`src/rtl/uart_frame_pkg.sv`:
```
// Shared constants and types for the serial packet framer/deframer pair.
// Flag/escape bytes, CRC-16/PPP parameters and the receive FSM state type.
package uart_frame_pkg;

   localparam logic [7:0]  FLAG     = 8'h7E;
   localparam logic [7:0]  ESC      = 8'h7D;
   localparam logic [7:0]  ESC_XOR  = 8'h20;

   localparam logic [15:0] FCS_INIT = 16'hFFFF;
   localparam logic [15:0] FCS_GOOD = 16'hF0B8;
   localparam logic [15:0] FCS_POLY = 16'h8408;

   typedef enum logic [1:0] {
      HUNT  = 2'd0,
      IDLE  = 2'd1,
      DATA  = 2'd2,
      ESC_S = 2'd3
   } rx_state_e;

endpackage

```
`src/rtl/crc16_ppp_byte.sv`:
```
// Combinational one-byte update of the reflected CRC-16/PPP register.
// Shared by the receive deframer and the transmit framer.
module crc16_ppp_byte
   import uart_frame_pkg::*;
(
   input  logic [15:0] fcs_in,
   input  logic [7:0]  data_in,
   output logic [15:0] fcs_next_c
);

   logic [15:0] crc_c;

   // LSB-first shift, eight bits per byte
   always_comb begin
      crc_c = fcs_in ^ {8'h00, data_in};
      for (int i = 0; i < 8; i++) begin
         if (crc_c[0]) begin
            crc_c = (crc_c >> 1) ^ FCS_POLY;
         end else begin
            crc_c = crc_c >> 1;
         end
      end
   end

   assign fcs_next_c = crc_c;

endmodule

```
`src/rtl/uart_rx_deframer.sv`:
```
// Flag-delimited frame decoder: removes byte stuffing, holds back the trailing
// two bytes as FCS, checks CRC-16/PPP and reports one status pulse per frame.
module uart_rx_deframer
   import uart_frame_pkg::*;
#(
   parameter int unsigned MAX_LEN  = 256,
   parameter int unsigned LEN_BITS = $clog2(MAX_LEN + 1)
) (
   input  logic                clk,
   input  logic                reset,
   input  logic [7:0]          in_data,
   input  logic                in_strobe,
   output logic [7:0]          out_data,
   output logic                out_strobe,
   output logic                frame_done,
   output logic                frame_good,
   output logic [LEN_BITS-1:0] frame_len
);

   localparam logic [LEN_BITS-1:0] LEN_MAX = LEN_BITS'(MAX_LEN);

   rx_state_e           state_q,      state_d;
   logic [15:0]         fcs_q,        fcs_d;
   logic [7:0]          dly0_q,       dly0_d;
   logic [7:0]          dly1_q,       dly1_d;
   logic [1:0]          cnt_q,        cnt_d;
   logic [LEN_BITS-1:0] len_q,        len_d;
   logic [7:0]          out_data_q,   out_data_d;
   logic                out_strobe_q, out_strobe_d;
   logic                frame_done_q, frame_done_d;
   logic                frame_good_q, frame_good_d;
   logic [LEN_BITS-1:0] frame_len_q,  frame_len_d;

   logic [7:0]          byte_c;
   logic [15:0]         fcs_next_c;
   logic                proc_c;

   // Escaped bytes are restored before they reach the CRC and delay line
   assign byte_c = (state_q == ESC_S) ? (in_data ^ ESC_XOR) : in_data;

   crc16_ppp_byte u_crc (
      .fcs_in     (fcs_q),
      .data_in    (byte_c),
      .fcs_next_c (fcs_next_c)
   );

   always_comb begin
      state_d      = state_q;
      fcs_d        = fcs_q;
      dly0_d       = dly0_q;
      dly1_d       = dly1_q;
      cnt_d        = cnt_q;
      len_d        = len_q;
      out_data_d   = out_data_q;
      out_strobe_d = 1'b0;
      frame_done_d = 1'b0;
      frame_good_d = frame_good_q;
      frame_len_d  = frame_len_q;
      proc_c       = 1'b0;

      if (in_strobe) begin
         case (state_q)
            HUNT: begin
               if (in_data == FLAG) begin
                  state_d = IDLE;
                  fcs_d   = FCS_INIT;
                  cnt_d   = 2'd0;
                  len_d   = '0;
               end
            end
            IDLE: begin
               if (in_data == ESC) begin
                  state_d = ESC_S;
               end else if (in_data != FLAG) begin
                  state_d = DATA;
                  proc_c  = 1'b1;
               end
            end
            DATA: begin
               if (in_data == FLAG) begin
                  frame_done_d = 1'b1;
                  frame_good_d = (cnt_q == 2'd2) && (fcs_q == FCS_GOOD);
                  frame_len_d  = len_q;
                  state_d      = IDLE;
                  fcs_d        = FCS_INIT;
                  cnt_d        = 2'd0;
                  len_d        = '0;
               end else if (in_data == ESC) begin
                  state_d = ESC_S;
               end else begin
                  proc_c = 1'b1;
               end
            end
            ESC_S: begin
               if (in_data == FLAG) begin
                  frame_done_d = 1'b1;
                  frame_good_d = 1'b0;
                  frame_len_d  = len_q;
                  state_d      = IDLE;
                  fcs_d        = FCS_INIT;
                  cnt_d        = 2'd0;
                  len_d        = '0;
               end else begin
                  state_d = DATA;
                  proc_c  = 1'b1;
               end
            end
            default: state_d = HUNT;
         endcase

         // Two newest bytes stay in the delay line; only the evicted one is payload
         if (proc_c) begin
            fcs_d  = fcs_next_c;
            dly0_d = dly1_q;
            dly1_d = byte_c;
            if (cnt_q == 2'd2) begin
               if (len_q == LEN_MAX) begin
                  frame_done_d = 1'b1;
                  frame_good_d = 1'b0;
                  frame_len_d  = LEN_MAX;
                  state_d      = HUNT;
                  fcs_d        = FCS_INIT;
                  cnt_d        = 2'd0;
                  len_d        = '0;
               end else begin
                  out_strobe_d = 1'b1;
                  out_data_d   = dly0_q;
                  len_d        = len_q + LEN_BITS'(1);
               end
            end else begin
               cnt_d = cnt_q + 2'd1;
            end
         end
      end
   end

   always_ff @(posedge clk or posedge reset) begin
      if (reset) begin
         state_q      <= HUNT;
         fcs_q        <= FCS_INIT;
         dly0_q       <= 8'h00;
         dly1_q       <= 8'h00;
         cnt_q        <= 2'd0;
         len_q        <= '0;
         out_data_q   <= 8'h00;
         out_strobe_q <= 1'b0;
         frame_done_q <= 1'b0;
         frame_good_q <= 1'b0;
         frame_len_q  <= '0;
      end else begin
         state_q      <= state_d;
         fcs_q        <= fcs_d;
         dly0_q       <= dly0_d;
         dly1_q       <= dly1_d;
         cnt_q        <= cnt_d;
         len_q        <= len_d;
         out_data_q   <= out_data_d;
         out_strobe_q <= out_strobe_d;
         frame_done_q <= frame_done_d;
         frame_good_q <= frame_good_d;
         frame_len_q  <= frame_len_d;
      end
   end

   assign out_data   = out_data_q;
   assign out_strobe = out_strobe_q;
   assign frame_done = frame_done_q;
   assign frame_good = frame_good_q;
   assign frame_len  = frame_len_q;

endmodule

```
`config.mk`:
```
export PLATFORM = sky130hd
export DESIGN_NAME = uart_rx_deframer
export DESIGN_NICKNAME = d
export VERILOG_FILES = /design/src/rtl/uart_frame_pkg.sv /design/src/rtl/crc16_ppp_byte.sv /design/src/rtl/uart_rx_deframer.sv
export SDC_FILE = /design/constraint.sdc
export NUM_CORES = 1
export LEC_CHECK = 0
export CORE_ASPECT_RATIO = 2
export CORE_MARGIN = 4
export CORE_UTILIZATION = 40
export DETAILED_ROUTE_END_ITERATION = 7
export MAX_ROUTING_LAYER = met4
export PLACE_DENSITY_LB_ADDON = 0.15
export SYNTH_ARGS = -nofsm -noshare
export SYNTH_HDL_FRONTEND = slang
export SYNTH_SLANG_ARGS = --single-unit
```
`constraint.sdc`:
```
create_clock -name clk -period 1.8 [get_ports clk]
set_clock_uncertainty 0.05 [all_clocks]
set_input_delay 0.27 -clock clk [delete_from_list [all_inputs] [get_ports clk]]
set_output_delay 0.27 -clock clk [all_outputs]
set_load 0.02 [all_outputs]
```
==> Word-level counts from Yosys, hierarchy flattened <==
Cells that the tools add are included.
{ "op_classes": {"order_cmp": 0, "n_shift": 0, "bitwise": 11, "eq_ne": 9, "muxes": 62, "multipliers": 0, "reduce_logical": 9, "n_div": 0, "addsub": 2} }
{ "op_table": {"columns": ["op", "count"], "rows": [
  ["$mux 16", 13],
  ["$mux 9", 10],
  ["$mux 2", 14],
  ["$not 2->3", 8],
  ["$mux 1", 21],
  ["$eq 16x16->1 const B", 1],
  ["$eq 8x7->1 const B", 2],
  ["$xor 16x8->16", 1],
  ["$add 9x1->9 const B", 1],
  ["$eq 9x9->1 const B", 1],
  ["$ne 8x7->1 const B", 1],
  ["$pmux 2 s4", 1],
  ["$eq 2x2->1 const B", 3],
  ["$mux 6", 1],
  ["$reduce_and 4->1", 1],
  ["$reduce_bool 2->1", 2],
  ["$pmux 1 s3", 1],
  ["$reduce_and 3->1", 1],
  ["$reduce_or 3->1", 1],
  ["$add 2x1->2 const B", 1],
  ["$eq 2x1->1 const B", 1],
  ["$logic_not 2->1", 1],
  ["$not 1->1", 2],
  ["$pmux 1 s2", 1],
  ["other kinds (3)", 3]
]} }
{ "totals": {"mem_bits_rw": 0, "out_inout_bits": 20, "memories": 0, "in_bits": 11, "word_cells": 104, "latch_bits": 0, "regBits": 65, "rom_bits": 0} }

==> Longest topological paths before layout <==
Gate-level depths: netlist of the first run.
{ "logic_depth": {"ltp_word": 22, "mapped_depth": 9, "depth_no_buf": 8} }

==> By module <==
A second synthesis of the first run with hierarchy kept.
{ "unflattened": {"hier_cells": 243, "area_unflattened_um2": 3220.6} }
{ "by_module_without_submodules": {"columns": ["module", "area_per_inst_um2", "n_inst", "seq_area_each_um2", "cells_each"], "rows": [
  ["uart_rx_deframer", 2840.2, 1, 1646.6, 218],
  ["crc16_ppp_byte", 380.4, 1, 0.0, 25]
]} }

==> Worst setup path after synthesis of the first run <==
OpenSTA, ideal clock, no wires.
{ "synth_path": {"kind": "register to register", "start": "register len_q[0]", "end": "register frame_good_q, in the netlist frame_good", "required_time_ns": 1.630, "path_buffers": 1, "path_stages_with_launch": 8, "arrival_ns": 1.621, "setup_ns": 0.120, "period_less_slack_ns": 1.790, "path_slack_ns": 0.010, "cell_sequence": "dfrtp_1 inv_1 ha_1 nor4b_1 and2_1 o2111ai_1 buf_2 a31o_1"} }
{ "synth_via": {"elab_chain_cells": 4} }
{ "synth_lines": {"columns": ["item", "line", "text"], "rows": [
  ["start: declaration", "uart_rx_deframer.sv:27", "logic [LEN_BITS-1:0] len_q, len_d;"],
  ["start signal: assignment", "uart_rx_deframer.sv:156", "len_q <= len_d;"],
  ["$eq 9x9->1", "uart_rx_deframer.sv:117", "if (len_q == LEN_MAX) begin"],
  ["$mux 1", "uart_rx_deframer.sv:117", null],
  ["$mux 1", "uart_rx_deframer.sv:116", "if (cnt_q == 2'd2) begin"],
  ["$mux 1", "uart_rx_deframer.sv:112", "if (proc_c) begin"],
  ["end signal: assignment", "uart_rx_deframer.sv:160", "frame_good_q <= frame_good_d;"],
  ["end: declaration", "uart_rx_deframer.sv:31", "logic frame_good_q, frame_good_d;"]
]} }
No other way between the ends.
A chain may end at the register's enable or synchronous reset.

==> Worst setup path in the final report of the first run <==
{ "layout_path": {"start": "register len_q[1]", "end": "register fcs_q[8]"} }
{ "layout_via": {"elab_chain_cells": 4} }
{ "layout_lines": {"columns": ["item", "line", "text"], "rows": [
  ["$eq 9x9->1", "uart_rx_deframer.sv:117", null],
  ["$mux 16", "uart_rx_deframer.sv:117", null],
  ["$mux 16", "uart_rx_deframer.sv:116", null],
  ["$mux 16", "uart_rx_deframer.sv:112", null],
  ["end signal: assignment", "uart_rx_deframer.sv:152", "fcs_q <= fcs_d;"],
  ["end: declaration", "uart_rx_deframer.sv:23", "logic [15:0] fcs_q, fcs_d;"]
]} }
No other way between the ends.

==> impl_results.rst, run 1 <==
.. list-table::
   :header-rows: 1

   * - Metric
     - Value
   * - Leakage component of the power
     - 0.002037 µW
   * - Share of layout cells above drive strength 1
     - 0.4278
   * - Endpoints failing setup
     - 1
   * - Height of the die
     - 133.6 µm
   * - DRC Markers
     - 0
   * - Xor-xnor portion of the synthesized cell area
     - 0.07183
   * - First-pass iteration count of the detailed router
     - 4
   * - Floorplan die width
     - 70.78 µm
   * - Pwr/cell area
     - 1504 nW/µm²
   * - Total core area
     - 7657 µm²
   * - Adder-cell share of the synthesized area
     - 0.007937
   * - Number of antenna violations at the first check in global routing
     - 0
   * - Data required time at the worst endpoint
     - 2020 ps
   * - Critical Path Fanout Max
     - 6
   * - Worst min path class
     - primary input to register
   * - Total instance count after detailed placement
     - 463
   * - Setup repair after global routing missed its margin
     - yes
   * - Worst R2R Setup Slack
     - -1 ps
   * - DRC marker count from the first detailed-route iteration
     - 119
   * - Number of fillers in the final layout
     - 662
   * - Post-synth EDFFs
     - 0
   * - Number of nets with antenna violations after routing
     - 0
   * - TritonCTS buffer count
     - 9
   * - Most used cells in the layout excluding fill and tap cells
     - buf_4, dfrtp_1, nand2_1
   * - Simple logic cell fraction of the synthesized area
     - 0.1472
   * - Routability congestion estimate
     - 0.8087
   * - H-tree lvl count
     - 3
   * - Proportion of register bits with asynchronous set or reset after synthesis
     - 1.000
   * - TritonCTS clock tree
     - done
   * - Transition time at the pin with the least slew margin
     - 412.7 ps
   * - Non-filler instance count after layout
     - 489
   * - Total global routing track utilization
     - 0.1909
   * - Seq. cell area
     - 1648 µm²
   * - Multi-input combinational cell area
     - 1644 µm²
   * - Total Die Area
     - 9453 µm²
   * - IO Pins
     - 31
   * - Summed instance area of the synthesized netlist
     - 3153 µm²
   * - Result of the run
     - finished, violations left
   * - Buffers on Ports
     - 30
   * - Max-slew violation count
     - 0
   * - Global-route wire length before repair
     - 13,480 µm
   * - CP endpoint kind
     - register
   * - Number of storage elements in the synthesis netlist
     - 65
   * - Total Nets Final
     - 403
   * - Dominant combinational cell family by area after synthesis
     - compound AO/OA/AOI/OAI gates
   * - Number of core rows
     - 45
   * - Crit path time final
     - 1801 ps
   * - Area overhead of the layout relative to synthesis
     - 48.10%
   * - Number of diodes
     - 0
   * - Flip-flop cell with the highest count after synthesis
     - dfrtp_1
   * - Number of instances in the synthesized netlist
     - 292
   * - Count of endpoints failing hold in the final timing report
     - 0
   * - Type of the worst setup path
     - register to register
   * - Worst-Skew Late Latency
     - 330 ps
   * - Initial Util
     - 0.4118
   * - Violated checks
     - setup timing
   * - Clock Sink Count
     - 65
   * - Multiplexer fraction of the synthesized cell area
     - 0.05992
   * - Total power consumption of the routed design
     - 7024 µW
   * - Final std cell area, no fill
     - 4669 µm²
   * - Worst-case reg-to-reg path depth
     - 8
   * - Sequential-to-total area share from yosys stat
     - 0.5222
   * - Post-synthesis average cell area
     - 10.80 µm²
   * - Worst IR drop on VDD
     - 0.0007849 V
   * - Cell depth of the worst min-delay path
     - 2
   * - Syn. warnings
     - 0
   * - WHS
     - 341.2 ps
   * - Post-synthesis compound-gate area fraction
     - 0.1567
   * - Detailed-route wire length
     - 8473 µm
   * - R2r endpoint
     - fcs_q[8]$_DFFE_PP1P_
   * - Count of cell types in the netlist
     - 51
   * - Utilization after layout
     - 0.6098
   * - Achievable clock frequency
     - 555.2 MHz
   * - Average vias per placed instance
     - 5.286
   * - Via count of the first global-routing pass
     - 2,811
   * - Worst setup path endpoint
     - fcs_q[8]$_DFFE_PP1P_
   * - Max_slew headroom
     - 0.7220
   * - Deepest clock path buffer count
     - 2
   * - CP Data Arrival Time
     - 2020 ps
   * - Worst path setup slack after routing
     - -1.135 ps
   * - Most common library cell in the layout ignoring fill and taps
     - buf_4
   * - Syn nets
     - 305
   * - Max_cap viols
     - 0
   * - Reg2Reg Launch Point
     - len_q[1]$_DFFE_PP0P_
   * - Root Buffer
     - clkbuf_16
   * - Total global routing overflow
     - 0
   * - Worst setup path startpoint
     - len_q[1]$_DFFE_PP0P_
   * - Placement-stage cell area
     - 4009 µm²
   * - Clock transition at the register clock pins on the worst setup and hold paths after CTS
     - 50 ps
   * - Detailed-placement wirelength estimate
     - 6052 µm
   * - Kind of launch point of the worst setup path
     - register
   * - Period utilisation layout
     - 1.001
   * - Average detailed-routed wire length per instance
     - 17.33 µm
   * - Pin count of the biggest net entering global routing
     - 29
   * - DR vias
     - 2,585
cells in the mapped netlist, types with 2 or more instances:
cell type  number  area share
nand2b_1        6       0.012
xnor2_1        18       0.050
o21ai_1         5      0.0079
o22a_1          4       0.011
a21oi_1         9       0.014
a22oi_1         2      0.0048
inv_1           8      0.0095
a2bb2oi_1      12       0.033
nor2_1         10       0.012
nand3_1        16       0.025
dfrtp_1        49        0.39
buf_2           8       0.013
o21ai_0         6      0.0095
a41oi_1         2      0.0056
nand2_1        45       0.054
mux2i_1         2      0.0063
o22ai_1         2      0.0040
nor4b_1         3      0.0083
buf_4           3      0.0071
ha_1            2      0.0079
mux2_2         15       0.054
nor3_1          3      0.0048
a21oi_2         3      0.0083
clkbuf_1        3      0.0036
xor2_1          6       0.017
a31oi_1         6       0.012
nand4_1         3      0.0060
dfstp_2        16        0.13
nor2b_1         3      0.0060
layer usage:
| metal | share of wire | global-route usage | wire length [µm] | up-vias |
|---|---|---|---|---|
| li1 | - | - | - | 1231 |
| met1 | 0.35 | 0.1839 | 2969 | 1282 |
| met2 | 0.59 | 0.3413 | 4976 | 54 |
| met3 | 0.026 | 0.04079 | 222 | 18 |
| met4 | 0.036 | 0.1098 | 303 | 0 |
| met5 | 0 | - | 0 | - |
registers in the layout (all words and copies together) (netlist names), named ones only:
| signal | cells |
|---|---|
| frame_done | 1 |
| fcs_q | 16 |
| dly1_q | 8 |
| state_q | 2 |
| out_strobe | 1 |
| dly0_q | 8 |
| frame_good | 1 |
| cnt_q | 1 |
| out_data | 8 |
| frame_len | 9 |
| len_q | 9 |
power by group:
group	switching [µW]	leakage (µW)	total (µW)	internal, µW
Clock	622	0.000148	1720	1100
Combinational	1230	0.00109	2750	1520
Sequential	423	0.000796	2550	2130
per-stage QoR:
stage	setup TNS [ps]	setup WS (ps)
2_1_floorplan	0	9.592
3_3_place_gp	-25600	-531.7
3_5_place_dp	-27480	-620.7
4_1_cts	0	1.856
5_1_grt	-1135	-86.27
6_report	-1.135	-1.135
cell type report:
type	count	area share
Clock inverter	6	0.01233
Timing Repair Buffer	101	0.1977
Sequential cell	65	0.3529
Multi-Input combinational cell	204	0.3521
Tap cell	94	0.02519
Clock buffer	10	0.05118
Inverter	9	0.008574
worst min-delay path by stage:
stage | endpoint | startpoint
global placement | out_data[6]$_DFFE_PP0P_ | dly0_q[6]$_DFFE_PP0P_
detailed placement | out_data[3]$_DFFE_PP0P_ | dly0_q[3]$_DFFE_PP0P_
CTS | dly1_q[1]$_DFFE_PP0P_ | in_data[1]
global route | dly1_q[1]$_DFFE_PP0P_ | in_data[1]
finish | dly1_q[1]$_DFFE_PP0P_ | in_data[1]
floorplan | async pin | reset
logic make-up (layout without fill, tap and decap cells):
logic type | Yosys count | in the layout
and+or+nand+nor | 97 | 97
DFF | 65 | 65
AOI/OAI and AO/OA | 63 | 63
xor gates and xnor gates | 25 | 25
buffers and inverters | 23 | 126
muxes | 17 | 17
adders and majority gates | 2 | 2
worst max-delay path: stages, from the launching register on:
cell	delay, ps
dfrtp_1	390
inv_2	80
ha_4	140
nor4b_4	240
nand2_2	150
buf_6	160
o21a_4	230
clkbuf_16	160
a2bb2oi_2	120
what timing repair did:
item                       in CTS  in global routing
setup endpoints to repair      62                 49
hold buffers                    0                  0
setup buffers                   6                  3
gates resized for setup        31                 34
pin swaps                      11                 20
gates cloned                    0                  2
No activity file was read; power rests on OpenSTA's default activity.
==> run 2: changes to the inputs <==
--- a/config.mk
+++ b/config.mk
@@ -9,6 +9,7 @@
 export CORE_MARGIN = 4
 export CORE_UTILIZATION = 40
 export DETAILED_ROUTE_END_ITERATION = 7
+export DONT_BUFFER_PORTS = 1
 export MAX_ROUTING_LAYER = met4
 export PLACE_DENSITY_LB_ADDON = 0.15
 export SYNTH_ARGS = -nofsm -noshare
==> run 2 against run 1 <==
  * The run now ends clean
  * First-iteration DRC count grew 11%
  * Core utilization fell by 9.1 points
  * Register-to-register slack improved by 50 ps
  * Design area decreased by 15%
  * Non-clock buffer count shrank 60
  * Sequential cell count is the same
  * Via count is 11% lower
  * Worst hold slack worse by 300 ps
  * Critical path depth fell by 3
  * Combinational power is 27% lower
==> impl_results.rst, run 2 (synthesis gave the netlist of run 1 again) <==
.. list-table::
   :header-rows: 1

   * - Metric
     - Value
   * - TritonCTS clock tree
     - done
   * - Transition time at the pin with the least slew margin
     - 742.2 ps
   * - Critical Path Fanout Max
     - 9
   * - Most used cells in the layout excluding fill and tap cells
     - dfrtp_1, nand2_1, buf_4
   * - Max_cap viols
     - 0
   * - DRC Markers
     - 0
   * - Crit path time final
     - 1747 ps
   * - Achievable clock frequency
     - 572.3 MHz
   * - Area overhead of the layout relative to synthesis
     - 26.03%
   * - Initial Util
     - 0.4118
   * - Detailed-route wire length
     - 7534 µm
   * - Number of nets with antenna violations after routing
     - 0
   * - Setup repair after global routing missed its margin
     - yes
   * - Total Nets Final
     - 343
   * - CP Data Arrival Time
     - 1920 ps
   * - Max-slew violation count
     - 0
   * - First-pass iteration count of the detailed router
     - 6
   * - Pin count of the biggest net entering global routing
     - 27
   * - Total instance count after detailed placement
     - 411
   * - Total global routing track utilization
     - 0.1780
   * - Buffers on Ports
     - 0
   * - Root Buffer
     - clkbuf_16
   * - DRC marker count from the first detailed-route iteration
     - 132
   * - Height of the die
     - 133.6 µm
   * - Number of antenna violations at the first check in global routing
     - 0
   * - Kind of launch point of the worst setup path
     - register
   * - Max_slew headroom
     - 0.5052
   * - Worst IR drop on VDD
     - 0.001083 V
   * - Type of the worst setup path
     - register to register
   * - Number of diodes
     - 0
   * - Flip-flop count of the largest register, all copies and words added
     - 16
   * - Non-filler instance count after layout
     - 429
   * - Endpoints failing setup
     - 0
   * - Most common library cell in the layout ignoring fill and taps
     - dfrtp_1
   * - H-tree lvl count
     - 3
   * - Top register by number of flip-flops
     - fcs_q
   * - Utilization after layout
     - 0.5190
   * - Share of layout cells above drive strength 1
     - 0.3313
   * - Total core area
     - 7657 µm²
   * - IO Pins
     - 31
   * - Final std cell area, no fill
     - 3974 µm²
   * - Average vias per placed instance
     - 5.361
   * - Count of endpoints failing hold in the final timing report
     - 0
   * - Total global routing overflow
     - 0
   * - Total Die Area
     - 9453 µm²
   * - Routability congestion estimate
     - 0.8104
   * - Worst-Skew Late Latency
     - 330 ps
   * - Deepest clock path buffer count
     - 2
   * - CP endpoint kind
     - register
   * - Pwr/cell area
     - 1669 nW/µm²
   * - TritonCTS buffer count
     - 9
   * - Result of the run
     - completed
   * - Global-route wire length before repair
     - 12,290 µm
   * - Data required time at the worst endpoint
     - 1970 ps
   * - Detailed-placement wirelength estimate
     - 5587 µm
   * - Via count of the first global-routing pass
     - 2,410
   * - Placement-stage cell area
     - 3518 µm²
   * - Clock transition at the register clock pins on the worst setup and hold paths after CTS
     - 60 ps
   * - DR vias
     - 2,300
   * - Period utilisation layout
     - 0.9708
   * - Average detailed-routed wire length per instance
     - 17.56 µm
   * - Floorplan die width
     - 70.78 µm
   * - Number of core rows
     - 45
   * - Leakage component of the power
     - 0.001686 µW
   * - Worst min path class
     - primary input to register
   * - Clock Sink Count
     - 65
==> run 2: final timing paths <==
check                      slack [ps]                       to                   from  depth (start not counted)
max in group asynchronous         780    dly0_q[3]$_DFFE_PP0P_                  reset                          3
hold reg to reg                   410  out_data[6]$_DFFE_PP0P_  dly0_q[6]$_DFFE_PP0P_                          2
setup reg to reg                   50     len_q[4]$_DFFE_PP0P_               register                          5
setup / recovery                   50     len_q[4]$_DFFE_PP0P_               register                          5
hold / removal                     40    dly1_q[3]$_DFFE_PP0P_             in_data[3]                          1
min in group asynchronous         410                async pin                  reset                          2
==> run 2: layout make-up <==
class / count / area (µm²)
clock buffers: 9 / 225.2
clock inverters: 7 / 118.9
fillers: 701 / 3684
inverters: 9 / 40.04
multi-input cells: 204 / 1483
flip-flops and latches: 65 / 1647
well taps: 94 / 117.6
repair buffers: 41 / 342.8
==> run 2: routing by layer <==
metal | vias up | wire, µm | global-route usage | share of wire
met4 | 0 | 266 | 0.09937 | 0.035
met3 | 20 | 384 | 0.04985 | 0.051
met2 | 62 | 4252 | 0.3014 | 0.56
li1 | 1104 | - | - | -
met5 | - | 0 | - | 0
met1 | 1114 | 2630 | 0.1811 | 0.35
==> run 2: critical path, stage by stage (launching register included) <==
cell	delay [ps]
dfrtp_1	370
nand2b_1	240
nor2_2	280
o221a_2	380
a21oi_1	100
a31o_2	220
==> run 2: metrics by stage <==
step,hold WS (ps),TNS [ps],setup WS [ps],power (µW)
finish,37.17,0,52.58,6632
global placement,162.6,-833.4,-63.55,4543
detailed placement,164.1,-1561,-112.0,4582
global route,21.81,-95.62,-35.08,7018
floorplan,351.7,0,9.592,3975
CTS,24.06,0,8.362,6644
==> run 2: timing repair <==
action	CTS	global route
pin swaps	4	1
endpoints found under the hold margin	6	0
resized for setup	8	12
cloned	0	1
endpoints found under the setup margin	26	42
hold buffers	2	0
setup buffers	0	0
==> run 2: where the power goes <==
part / switching, µW / leakage (µW) / internal [µW]
logic: 920 / 0.000727 / 1090
registers: 492 / 0.000798 / 2130
clock network: 646 / 0.000162 / 1350
total: 2060 / 0.00169 / 4570
==> run 3: changes to the inputs <==
--- a/config.mk
+++ b/config.mk
@@ -6,7 +6,6 @@
 export NUM_CORES = 1
 export LEC_CHECK = 0
 export CORE_ASPECT_RATIO = 2
-export CORE_MARGIN = 4
 export CORE_UTILIZATION = 40
 export DETAILED_ROUTE_END_ITERATION = 7
 export DONT_BUFFER_PORTS = 1
==> constraint.sdc (replaced) <==
create_clock -name clk -period 1.5 [get_ports clk]
set_clock_uncertainty 0.05 [all_clocks]
set_input_delay 0.225 -clock clk [delete_from_list [all_inputs] [get_ports clk]]
set_output_delay 0.225 -clock clk [all_outputs]
set_load 0.02 [all_outputs]
==> run 3 against run 2 <==
  * The flow now finishes with violations (setup timing)
  * Die area decreased by 13%
  * Combinational power increased by 70%
  * Global-route usage increased by 6.4 points
  * Register-to-register slack got worse by 230 ps
  * Via count increased by 10%
  * Clock-buffer cell count increased by 1
  * Setup slack got worse by 230 ps
  * First-iteration DRC count decreased by 21%
  * Non-clock buffer count increased by 44
  * Worst hold slack improved by 32 ps
  * Core utilization increased by 10 points
  * Largest cell class is now multi-input gates
  * Largest power group is now combinational logic
==> impl_results.rst, run 3 (synthesis gave the netlist of run 1 again) <==
.. list-table::
   :header-rows: 1

   * - Metric
     - Value
   * - DRC marker count from the first detailed-route iteration
     - 104
   * - TritonCTS buffer count
     - 9
   * - Part of the power in registers
     - 0.360
   * - Transition time at the pin with the least slew margin
     - 436.4 ps
   * - Highest-delay cell along the critical path
     - dfrtp_1
   * - Slowest stage delay, CP
     - 380 ps
   * - CP endpoint kind
     - register
   * - Clock Power Share
     - 0.254
   * - Share of layout cells above drive strength 1
     - 0.4723
   * - Deepest clock path buffer count
     - 2
   * - Achievable clock frequency
     - 596.9 MHz
   * - Global-route wire length before repair
     - 14,150 µm
   * - Height of the die
     - 127.6 µm
   * - Worst IR drop on VDD
     - 0.001173 V
   * - Setup repair after global routing missed its margin
     - yes
   * - Reg2Reg Launch Point
     - len_q[0]$_DFFE_PP0P_
   * - Result of the run
     - finished, violations left
   * - Most common library cell in the layout ignoring fill and taps
     - buf_4
   * - HP Start
     - in_strobe
   * - Top register by number of flip-flops
     - fcs_q
   * - Worst-Skew Late Latency
     - 330 ps
   * - Total global routing track utilization
     - 0.2424
   * - Pin count of the biggest net entering global routing
     - 66
   * - Total Nets Final
     - 388
   * - Number of core rows
     - 45
   * - Number of diodes
     - 0
   * - Sw Ratio
     - 0.3208
   * - Total core area
     - 7601 µm²
   * - Period utilisation layout
     - 1.117
   * - Total Die Area
     - 8263 µm²
   * - Clock Sink Count
     - 65
   * - First-pass iteration count of the detailed router
     - 4
   * - Kind of launch point of the worst setup path
     - register
   * - Data required time at the worst endpoint
     - 1670 ps
   * - CP Data Arrival Time
     - 1840 ps
   * - Number of nets with antenna violations after routing
     - 0
   * - DRC Markers
     - 0
   * - Max_cap viols
     - 0
   * - Violated checks
     - setup timing
   * - DR vias
     - 2,541
   * - TritonCTS clock tree
     - done
   * - Count of endpoints failing hold in the final timing report
     - 0
   * - Final std cell area, no fill
     - 4717 µm²
   * - Routability congestion estimate
     - 0.8735
   * - Type of the worst setup path
     - register to register
   * - Buffers on Ports
     - 0
   * - Total power consumption of the routed design
     - 8827 µW
   * - Most used cells in the layout excluding fill and tap cells
     - buf_4, dfrtp_1, nand2_1
   * - Flip-flop count of the largest register, all copies and words added
     - 16
   * - Pwr/cell area
     - 1871 nW/µm²
   * - H-tree lvl count
     - 3
   * - Detailed-route wire length
     - 8900 µm
   * - Endpoints failing setup
     - 63
   * - Placement-stage cell area
     - 3877 µm²
   * - Max-slew violation count
     - 0
   * - Power dissipated by switching net loads
     - 2832 µW
   * - Floorplan die width
     - 64.78 µm
   * - Part of the power in combinational logic
     - 0.387
   * - Root Buffer
     - clkbuf_16
   * - IO Pins
     - 31
   * - Cells along the critical path
     - inv_2 -> ha_4 -> nor4b_4 -> and2_4 -> buf_4 -> o2111ai_4 -> nand3_1 -> nand2_1
   * - Worst path setup slack after routing
     - -175.2 ps
   * - Worst min path class
     - primary input to register
   * - Setup Slack @ Placement
     - -307.0 ps
   * - Worst setup path startpoint
     - len_q[0]$_DFFE_PP0P_
   * - Cell Int Power
     - 5995 µW
   * - Worst R2R Setup Slack
     - -180 ps
   * - Max_slew headroom
     - 0.7070
   * - Area overhead of the layout relative to synthesis
     - 49.60%
   * - Initial Util
     - 0.4148
   * - Total global routing overflow
     - 0
   * - Number of antenna violations at the first check in global routing
     - 0
   * - Average detailed-routed wire length per instance
     - 18.82 µm
   * - Clock transition at the register clock pins on the worst setup and hold paths after CTS
     - 50 ps
   * - Critical Path Fanout Max
     - 5
   * - Average vias per placed instance
     - 5.372
   * - Detailed-placement wirelength estimate
     - 5812 µm
   * - Crit path time final
     - 1675 ps
   * - Leakage component of the power
     - 0.002052 µW
   * - Via count of the first global-routing pass
     - 2,762
==> run 3: changes by cell type in the layout (fill, tap and decap cells not counted), moves of 7 or more <==
cell and change:
buf_4 +26, mux2_2 -15, mux2_4 +15, a2bb2oi_1 -11
a2bb2oi_2 +11, dlygate4sd3_1 +7
==> run 3: metal layers <==
layer  track usage  part of all wire  vias to the layer above
met1        0.2357              0.35                     1261
met3       0.04107             0.026                       23
met2        0.4289              0.58                       50
li1              -                 -                     1207
met5             -                 0                        -
met4        0.1542             0.039                        0
==> run 3: cell type report <==
| cell class | count | area [µm²] |
|---|---|---|
| multi-input combinational | 205 | 1784 |
| tap | 94 | 117.6 |
| timing repair buffer | 85 | 809.5 |
| sequential | 65 | 1647 |
| clock buffer | 10 | 239.0 |
| inverter | 9 | 40.04 |
| clock inverter | 5 | 80.08 |
| fill | 600 | 2884 |
==> run 3: through the flow <==
stage	setup TNS, ps	hold WS, ps	instances	utilization
6_report	-7489	69.38	473	0.6206
5_1_grt	-11750	72.47	473	0.6206
4_1_cts	-7706	37.14	464	0.5962
3_5_place_dp	-9680	170.3	431	0.5101
3_3_place_gp	-8381	164.3	431	0.5101
2_1_floorplan	-5789	306.7	292	-
==> run 3: power groups by stage <==
stage | Clock (µW) | Combinational, µW | Sequential [µW]
6_report | 2240 | 3410 | 3170
5_1_grt | 2350 | 3680 | 3260
4_1_cts | 2280 | 3240 | 3160
3_5_place_dp | 0 | 3090 | 3170
3_3_place_gp | 0 | 3050 | 3140
2_1_floorplan | 0 | 2100 | 3080
==> run 3: what timing repair did <==
| item | 4_1_cts | 5_1_grt |
|---|---|---|
| buffers inserted | 7 | 8 |
| cloned | 2 | 2 |
| resized for setup | 27 | 21 |
| setup endpoints to repair | 63 | 64 |
| hold buffers | 9 | 0 |
| pin swaps | 20 | 17 |
| endpoints found under the hold margin | 57 | 0 |
==> run 3: worst paths after layout <==
check | end | depth (start not counted)
setup / recovery | frame_len[7]$_DFFE_PP0P_ | 8
hold reg to reg | out_data[4]$_DFFE_PP0P_ | 2
hold / removal | frame_done$_DFF_PP0_ | 2
setup reg to reg | frame_len[7]$_DFFE_PP0P_ | 8
min in group asynchronous | out_strobe$_DFF_PP0_ | 3
max in group asynchronous | fcs_q[5]$_DFFE_PP1P_ | 3
==> run 3: critical path: cells and delay by family (launching register included) <==
kind / cells / cell delay [ps]
simple gates: 4 / 650
buf+inv: 2 / 210
compound gates: 1 / 150
flops: 1 / 380
fa+ha+maj: 1 / 120
